[src/rtl/cla_seq_adder_ctrl_pkg.sv]
`default_nettype none
// +------------------------------------------------------------------+
// | Module   : cla_seq_pkg                                           |
// | Purpose  : Shared types and constants for the nibble-serial      |
// |            carry-lookahead adder sequencer.                      |
// | Contents : state_t (IDLE/RUN/DONE, 2 bits), NIBBLE_W             |
// | Revision : 1.0  initial release                                  |
// +------------------------------------------------------------------+
package cla_seq_pkg;

    localparam int NIBBLE_W = 4;

    typedef enum logic [1:0] {
        IDLE = 2'd0,
        RUN  = 2'd1,
        DONE = 2'd2
    } state_t;

endpackage
`default_nettype wire

[src/rtl/cla_seq_adder_ctrl_if.sv]
`default_nettype none
// +------------------------------------------------------------------+
// | Module   : cla_seq_adder_ctrl_if                                 |
// | Purpose  : Operand/result handshake bundle for the sequencer.    |
// | Ports    : in_valid/in_ready/a/b/cin   (operand channel)         |
// |            out_valid/out_ready/sum/cout/overflow (result channel)|
// |            master = producer/consumer side, slave = the adder    |
// | Revision : 1.0  initial release                                  |
// +------------------------------------------------------------------+
interface cla_seq_adder_ctrl_if #(
    parameter int WIDTH = 16
);
    logic             in_valid;
    logic             in_ready;
    logic [WIDTH-1:0] a;
    logic [WIDTH-1:0] b;
    logic             cin;
    logic             out_valid;
    logic             out_ready;
    logic [WIDTH-1:0] sum;
    logic             cout;
    logic             overflow;

    modport master (
        output in_valid, a, b, cin, out_ready,
        input  in_ready, out_valid, sum, cout, overflow
    );

    modport slave (
        input  in_valid, a, b, cin, out_ready,
        output in_ready, out_valid, sum, cout, overflow
    );
endinterface
`default_nettype wire

[src/rtl/cla_seq_adder_ctrl_cla.sv]
`default_nettype none
// +------------------------------------------------------------------+
// | Module   : CarryLookaheadAdder4bits                              |
// | Purpose  : 4-bit carry-lookahead adder, purely combinational.    |
// | Ports    : A, B (4b operands), Cin -> C (4b sum), Cout           |
// | Revision : 1.0  initial release                                  |
// +------------------------------------------------------------------+
module CarryLookaheadAdder4bits (
    input  wire logic [3:0] A,
    input  wire logic [3:0] B,
    input  wire logic       Cin,
    output logic      [3:0] C,
    output logic            Cout
);
    logic [3:0] w_g;
    logic [3:0] w_p;
    logic [4:0] w_c;

    assign w_g = A & B;
    assign w_p = A ^ B;

    // Every carry is a flat sum-of-products of g/p and Cin; no ripple.
    assign w_c[0] = Cin;
    assign w_c[1] = w_g[0] | (w_p[0] & Cin);
    assign w_c[2] = w_g[1] | (w_p[1] & w_g[0]) | (w_p[1] & w_p[0] & Cin);
    assign w_c[3] = w_g[2] | (w_p[2] & w_g[1]) | (w_p[2] & w_p[1] & w_g[0])
                  | (w_p[2] & w_p[1] & w_p[0] & Cin);
    assign w_c[4] = w_g[3] | (w_p[3] & w_g[2]) | (w_p[3] & w_p[2] & w_g[1])
                  | (w_p[3] & w_p[2] & w_p[1] & w_g[0])
                  | (w_p[3] & w_p[2] & w_p[1] & w_p[0] & Cin);

    assign C    = w_p ^ w_c[3:0];
    assign Cout = w_c[4];
endmodule
`default_nettype wire

[src/rtl/cla_seq_adder_ctrl.sv]
`default_nettype none
// +------------------------------------------------------------------+
// | Module   : cla_seq_adder_ctrl                                    |
// | Purpose  : WIDTH-bit adder built from one shared 4-bit CLA,      |
// |            one nibble per clock, LS nibble first.                |
// | Ports    : clk, rst_n (sync, active low)                         |
// |            bus (slave): in_valid/in_ready/a/b/cin,               |
// |                         out_valid/out_ready/sum/cout/overflow    |
// | Revision : 1.0  initial release                                  |
// +------------------------------------------------------------------+
module cla_seq_adder_ctrl
    import cla_seq_pkg::*;
#(
    parameter int WIDTH   = 16,
    parameter int NIBBLES = WIDTH / NIBBLE_W
) (
    input  wire logic             clk,
    input  wire logic             rst_n,
    cla_seq_adder_ctrl_if.slave   bus
);
    localparam int IDX_W = (NIBBLES > 1) ? $clog2(NIBBLES) : 1;
    localparam logic [IDX_W-1:0] c_LAST_IDX = IDX_W'(NIBBLES - 1);

    generate
        if ((WIDTH % NIBBLE_W) != 0 || WIDTH < NIBBLE_W) begin : g_bad_width
            $error("cla_seq_adder_ctrl: WIDTH must be a multiple of 4 and >= 4");
        end
    endgenerate

    state_t           r_state;
    state_t           w_next_state;
    logic [WIDTH-1:0] r_a;
    logic [WIDTH-1:0] r_b;
    logic             r_carry;
    logic [IDX_W-1:0] r_idx;
    logic [WIDTH-1:0] r_sum;
    logic             r_cout;
    logic             r_ovf;

    logic [NIBBLE_W-1:0] w_cla_sum;
    logic                w_cla_cout;
    logic                w_last;
    logic                w_accept;

    assign w_last   = (r_idx == c_LAST_IDX);
    assign w_accept = (r_state == IDLE) && bus.in_valid;

    CarryLookaheadAdder4bits u_cla (
        .A    (r_a[NIBBLE_W-1:0]),
        .B    (r_b[NIBBLE_W-1:0]),
        .Cin  (r_carry),
        .C    (w_cla_sum),
        .Cout (w_cla_cout)
    );

    always_ff @(posedge clk) begin
        if (!rst_n) begin
            r_state <= IDLE;
        end else begin
            r_state <= w_next_state;
        end
    end

    // Handshake outputs come from the state register only, so there is
    // no combinational path from in_valid/out_ready to the bus.
    always_comb begin
        w_next_state = r_state;
        bus.in_ready  = 1'b0;
        bus.out_valid = 1'b0;
        case (r_state)
            IDLE: begin
                bus.in_ready = 1'b1;
                if (bus.in_valid) begin
                    w_next_state = RUN;
                end
            end
            RUN: begin
                if (w_last) begin
                    w_next_state = DONE;
                end
            end
            DONE: begin
                bus.out_valid = 1'b1;
                if (bus.out_ready) begin
                    w_next_state = IDLE;
                end
            end
            default: w_next_state = IDLE;
        endcase
    end

    always_ff @(posedge clk) begin
        if (!rst_n) begin
            r_a     <= '0;
            r_b     <= '0;
            r_carry <= 1'b0;
            r_idx   <= '0;
            r_sum   <= '0;
            r_cout  <= 1'b0;
            r_ovf   <= 1'b0;
        end else if (w_accept) begin
            r_a     <= bus.a;
            r_b     <= bus.b;
            r_carry <= bus.cin;
            r_idx   <= '0;
        end else if (r_state == RUN) begin
            r_sum[NIBBLE_W*r_idx +: NIBBLE_W] <= w_cla_sum;
            r_carry <= w_cla_cout;
            r_a     <= r_a >> NIBBLE_W;
            r_b     <= r_b >> NIBBLE_W;
            if (w_last) begin
                r_idx  <= '0;
                r_cout <= w_cla_cout;
                // On the last nibble bit 3 of the shift registers is the
                // original operand MSB, and bit 3 of the CLA sum is sum MSB.
                r_ovf  <= (r_a[NIBBLE_W-1] == r_b[NIBBLE_W-1]) &&
                          (w_cla_sum[NIBBLE_W-1] != r_a[NIBBLE_W-1]);
            end else begin
                r_idx <= r_idx + IDX_W'(1);
            end
        end
    end

    assign bus.sum      = r_sum;
    assign bus.cout     = r_cout;
    assign bus.overflow = r_ovf;
endmodule
`default_nettype wire

[src/flat_wrapper.sv]
// flat-port wrapper written by rule: the top's interface ports become plain ports
module cla_seq_adder_ctrl_flat import cla_seq_pkg::*;
#(
    parameter int WIDTH   = 16,
    parameter int NIBBLES = WIDTH / NIBBLE_W
)
  (clk, rst_n, bus_in_valid, bus_a, bus_b, bus_cin, bus_out_ready, bus_in_ready, bus_out_valid, bus_sum, bus_cout, bus_overflow);
  cla_seq_adder_ctrl_if #(.WIDTH(WIDTH)) bus_i ();
  input  wire logic clk;
  input  wire logic rst_n;
  input wire logic [$bits(bus_i.in_valid)-1:0] bus_in_valid;
  input wire logic [$bits(bus_i.a)-1:0] bus_a;
  input wire logic [$bits(bus_i.b)-1:0] bus_b;
  input wire logic [$bits(bus_i.cin)-1:0] bus_cin;
  input wire logic [$bits(bus_i.out_ready)-1:0] bus_out_ready;
  output wire logic [$bits(bus_i.in_ready)-1:0] bus_in_ready;
  output wire logic [$bits(bus_i.out_valid)-1:0] bus_out_valid;
  output wire logic [$bits(bus_i.sum)-1:0] bus_sum;
  output wire logic [$bits(bus_i.cout)-1:0] bus_cout;
  output wire logic [$bits(bus_i.overflow)-1:0] bus_overflow;
  assign bus_i.in_valid = bus_in_valid;
  assign bus_i.a = bus_a;
  assign bus_i.b = bus_b;
  assign bus_i.cin = bus_cin;
  assign bus_i.out_ready = bus_out_ready;
  assign bus_in_ready = bus_i.in_ready;
  assign bus_out_valid = bus_i.out_valid;
  assign bus_sum = bus_i.sum;
  assign bus_cout = bus_i.cout;
  assign bus_overflow = bus_i.overflow;
  cla_seq_adder_ctrl #(.WIDTH(WIDTH), .NIBBLES(NIBBLES)) u_core (.clk(clk), .rst_n(rst_n), .bus(bus_i));
endmodule
[config.mk]
export PLATFORM = sky130hd
export DESIGN_NAME = cla_seq_adder_ctrl_flat
export DESIGN_NICKNAME = d
export VERILOG_FILES = /design/src/rtl/cla_seq_adder_ctrl_pkg.sv /design/src/rtl/cla_seq_adder_ctrl_if.sv /design/src/rtl/cla_seq_adder_ctrl_cla.sv /design/src/rtl/cla_seq_adder_ctrl.sv /design/src/flat_wrapper.sv
export SDC_FILE = /design/constraint.sdc
export NUM_CORES = 1
export LEC_CHECK = 0
export CORE_MARGIN = 3
export CORE_UTILIZATION = 50
export DETAILED_ROUTE_END_ITERATION = 6
export GPL_TIMING_DRIVEN = 0
export MAX_ROUTING_LAYER = met4
export PLACE_DENSITY = 0.8
export SLEW_MARGIN = 25
export SYNTH_ARGS = -nofsm -noshare
export SYNTH_HDL_FRONTEND = slang
export SYNTH_SLANG_ARGS = --single-unit
[constraint.sdc]
create_clock -name clk -period 2.1 [get_ports clk]
set_clock_uncertainty 0.05 [all_clocks]
set_input_delay 0.315 -clock clk [delete_from_list [all_inputs] [get_ports clk]]
set_output_delay 0.315 -clock clk [all_outputs]
set_load 0.005 [all_outputs]
==> flow_metrics.env, run 1 <==
export IMPL_status="finished, final reports clean"
export IMPL_cts_buffer_depth=2
export IMPL_io_buffers=55
export IMPL_fill_cells=404
export IMPL_timing_critical_path_buf_inv=3
export IMPL_grt_ovfl_total=0
export IMPL_setup_tns_ns=0
export IMPL_setup_viol=0
export IMPL_rrSetupSlack_ns=0.22
export IMPL_cp_required_ns=1.74
export IMPL_arrival_ns=1.56
export IMPL_hold_path_class="in -> reg"
export IMPL_setup_slack_ns=0.172
export IMPL_nets=387
export IMPL_grt_max_degree=17
export IMPL_ir_drop_mv=0.556
export IMPL_numCtsBuffers=5
export IMPL_hold_ws_ns=0.281
export IMPL_antenna_cells=0
export IMPL_syn_avg_cell_area_um2=8.98
export IMPL_syn_inst=276
export IMPL_dp_slack_ns=-0.00502
export IMPL_p_per_area_nw_per_um2=673
export IMPL_rows=24
export IMPL_worst_pin_slew_ns=0.609
export IMPL_netlist_top_cell_by_area="dfxtp_1"
export IMPL_holdBufCountCts=0
export IMPL_drv_slew=0
export IMPL_yosys_warnings=0
export IMPL_p_leak_nw=1.17
export IMPL_place_congestion=0.838
export IMPL_ios=57
export IMPL_synthTopCellsByCount="55 x dfxtp_1, 42 x nand2_1, 40 x a21oi_1, 32 x a22oi_1, 18 x nor2_1"
export IMPL_vias=2225
export IMPL_worstSetupStartpointType="flop"
export IMPL_clock_sinks=55
export IMPL_grt_setup_unrepaired="false"
export IMPL_viasPerCell=5.51
export IMPL_post_route_util=0.709
export IMPL_critPathKind="reg -> out"
export IMPL_synthToLayoutAreaGrowth_pct=30.6
export IMPL_syn_area_um2=2480
export IMPL_drive_above_1_share=0.0885
export IMPL_dp_hpwl_mm=4.30
export IMPL_yosysMostFrequentCell="dfxtp_1"
export IMPL_synth_area_top_cells="dfxtp_1 44%, a22oi_1 9.7%, a21oi_1 8.1%"
export IMPL_fmax_mhz=519
export IMPL_grt_pass1_wl_mm=9.58
export IMPL_synth_distinct_cells=41
export IMPL_die_w_um=76.4
export IMPL_maxSlewHeadroom=0.594
export IMPL_yosys_area_top_type_share=0.444
export IMPL_die_area_um2=5840
export IMPL_ant_nets=0
export IMPL_worst_path_largest_cell_delay_ns=0.50
export IMPL_max_cap_violations=0
export IMPL_first_global_vias=2129
export IMPL_crit_chain="buf_2 > inv_1 > nor2_1 > clkdlybuf4s50_1"
export IMPL_total_power_mw=2.18
export IMPL_core_area_um2=4560
export IMPL_cts_tree="built"
export IMPL_drtIter0Drc=75
export IMPL_fin_crit_ns=1.93
export IMPL_worst_setup_path_end_kind="primary output"
export IMPL_track_usage=0.206
export IMPL_drt_wl_total_mm=5.67
export IMPL_drcViolationCount=0
export IMPL_root_buffer="clkbuf_8"
export IMPL_htree_levels=2
export IMPL_clk_latency_ns=0.31
export IMPL_synth_seq_area_share=0.444
export IMPL_syn_num_nets=325
export IMPL_drt_first_pass_iters=4
export IMPL_ys_ff_latch=55
export IMPL_fin_crit_sh=0.918
export IMPL_die_h_um=76.4
export IMPL_path_max_fanout=9
export IMPL_synth_edf_count=0
export IMPL_start_util=0.543
export IMPL_critPathTopFamily="buffers and inverters"
export IMPL_synth_flop_cell="dfxtp_1"
export IMPL_hold_violations=0
export IMPL_antenna_found_initial=0
export IMPL_routedWlPerCell_um=14.0
export IMPL_postCtsSetupBuffers=0
export IMPL_cpMaxStageDelayCell="clkdlybuf4s50_1"
export IMPL_clk_pin_slew_ns=0.09
export IMPL_async_flop_share=0
layer usage:
| metal | up-vias | wire [um] | global-route usage |
|---|---|---|---|
| li1 | 1118 | - | - |
| met1 | 1034 | 2530 | 0.239 |
| met2 | 64 | 2810 | 0.353 |
| met3 | 9 | 236 | 0.0485 |
| met4 | 0 | 89 | 0.0652 |
| met5 | - | 0 | - |
cells by family (layout without fill, tap and decap cells):
logic type / count (synthesis) / after routing / share of synthesized area
simple gates: 88 / 88 / 0.189
mux: 1 / 1 / 0.00404
buf+inv: 28 / 91 / 0.0540
fa+ha+maj: 12 / 12 / 0.0636
compound gates: 89 / 89 / 0.235
flops: 55 / 55 / 0.444
xor+xnor: 3 / 3 / 0.0106
worst register-to-register path: stages (launching register included):
cell and delay (ns):
dfxtp_4 0.44, inv_1 0.10, ha_1 0.43, nand4bb_1 0.22, nor3b_4 0.32, inv_1 0.07
o31ai_1 0.17
per-stage QoR:
step           cells  instance area (um2)
2_1_floorplan    276                 2480
3_3_place_gp     396                 3110
3_5_place_dp     396                 3110
4_1_cts          404                 3230
5_1_grt          404                 3240
6_report         404                 3240
registers in the layout, indices dropped and copies added, names as in the netlist:
signal	cells
u_core.r_a	16
u_core.r_carry	1
u_core.bus.sum	16
u_core.r_b	16
u_core.bus.overflow	1
u_core.r_state	2
u_core.r_idx	2
u_core.bus.cout	1
where the power goes:
| part | switching (mW) | internal [mW] |
|---|---|---|
| registers | 0.0331 | 1.09 |
| clock network | 0.340 | 0.386 |
| logic | 0.170 | 0.160 |
final timing paths:
check / from / end / depth (start not counted)
min reg2reg: u_core.r_b[8]$_SDFFE_PN0P_ / u_core.r_b[8]$_SDFFE_PN0P_ / 2
max: u_core.r_state[1]$_SDFFE_PN0P_ / bus_out_valid / 4
min: rst_n / u_core.r_carry$_SDFFE_PN0P_ / 3
max reg2reg: u_core.r_idx[0]$_SDFFE_PP0P_ / u_core.bus.sum[11]$_SDFFE_PN0P_ / 6
final cells by class:
| cell class | instances | area, um2 | share of cell area |
|---|---|---|---|
| Clock inverter | 2 | 35.0 | 0.0108 |
| Timing Repair Buffer | 55 | 551 | 0.170 |
| Buffer | 18 | 96.3 | 0.0298 |
| Clock buffer | 6 | 82.6 | 0.0255 |
| Sequential cell | 55 | 1100 | 0.341 |
| Multi-Input combinational cell | 193 | 1250 | 0.386 |
| Tap cell | 65 | 81.3 | 0.0251 |
| Inverter | 10 | 37.5 | 0.0116 |
cells in the final DEF, fill, tap and decap left out, drive strengths merged, types with 2 or more instances in the layout:
| master | n |
|---|---|
| a31oi | 2 |
| a21oi | 40 |
| nand3 | 13 |
| a22oi | 32 |
| o31ai | 4 |
| clkinv | 2 |
| ha | 11 |
| xnor2 | 2 |
| clkbuf | 12 |
| nand2 | 42 |
| nor3 | 2 |
| buf | 12 |
| nor2b | 2 |
| a32oi | 4 |
| nor2 | 19 |
| nor3b | 2 |
| inv | 9 |
| clkdlybuf4s50 | 55 |
| nand3b | 2 |
| dfxtp | 55 |
what timing repair did:
| action | 4_1_cts | 5_1_grt |
|---|---|---|
| setup endpoints to repair | 1 | 1 |
| gates resized for setup | 1 | 2 |
| gates cloned | 0 | 0 |
| hold endpoints to repair | 0 | 0 |
Power figures use the tool's default switching activity.
==> inputs of run 2 (changes only) <==
--- a/config.mk
+++ b/config.mk
@@ -7,6 +7,7 @@
 export LEC_CHECK = 0
 export CORE_MARGIN = 3
 export CORE_UTILIZATION = 50
+export CTS_CLUSTER_SIZE = 30
 export DETAILED_ROUTE_END_ITERATION = 6
 export GPL_TIMING_DRIVEN = 0
 export MAX_ROUTING_LAYER = met4
==> results of run 2 <==
Same layout as run 1: the final DEF is identical, and so are final timing and power.
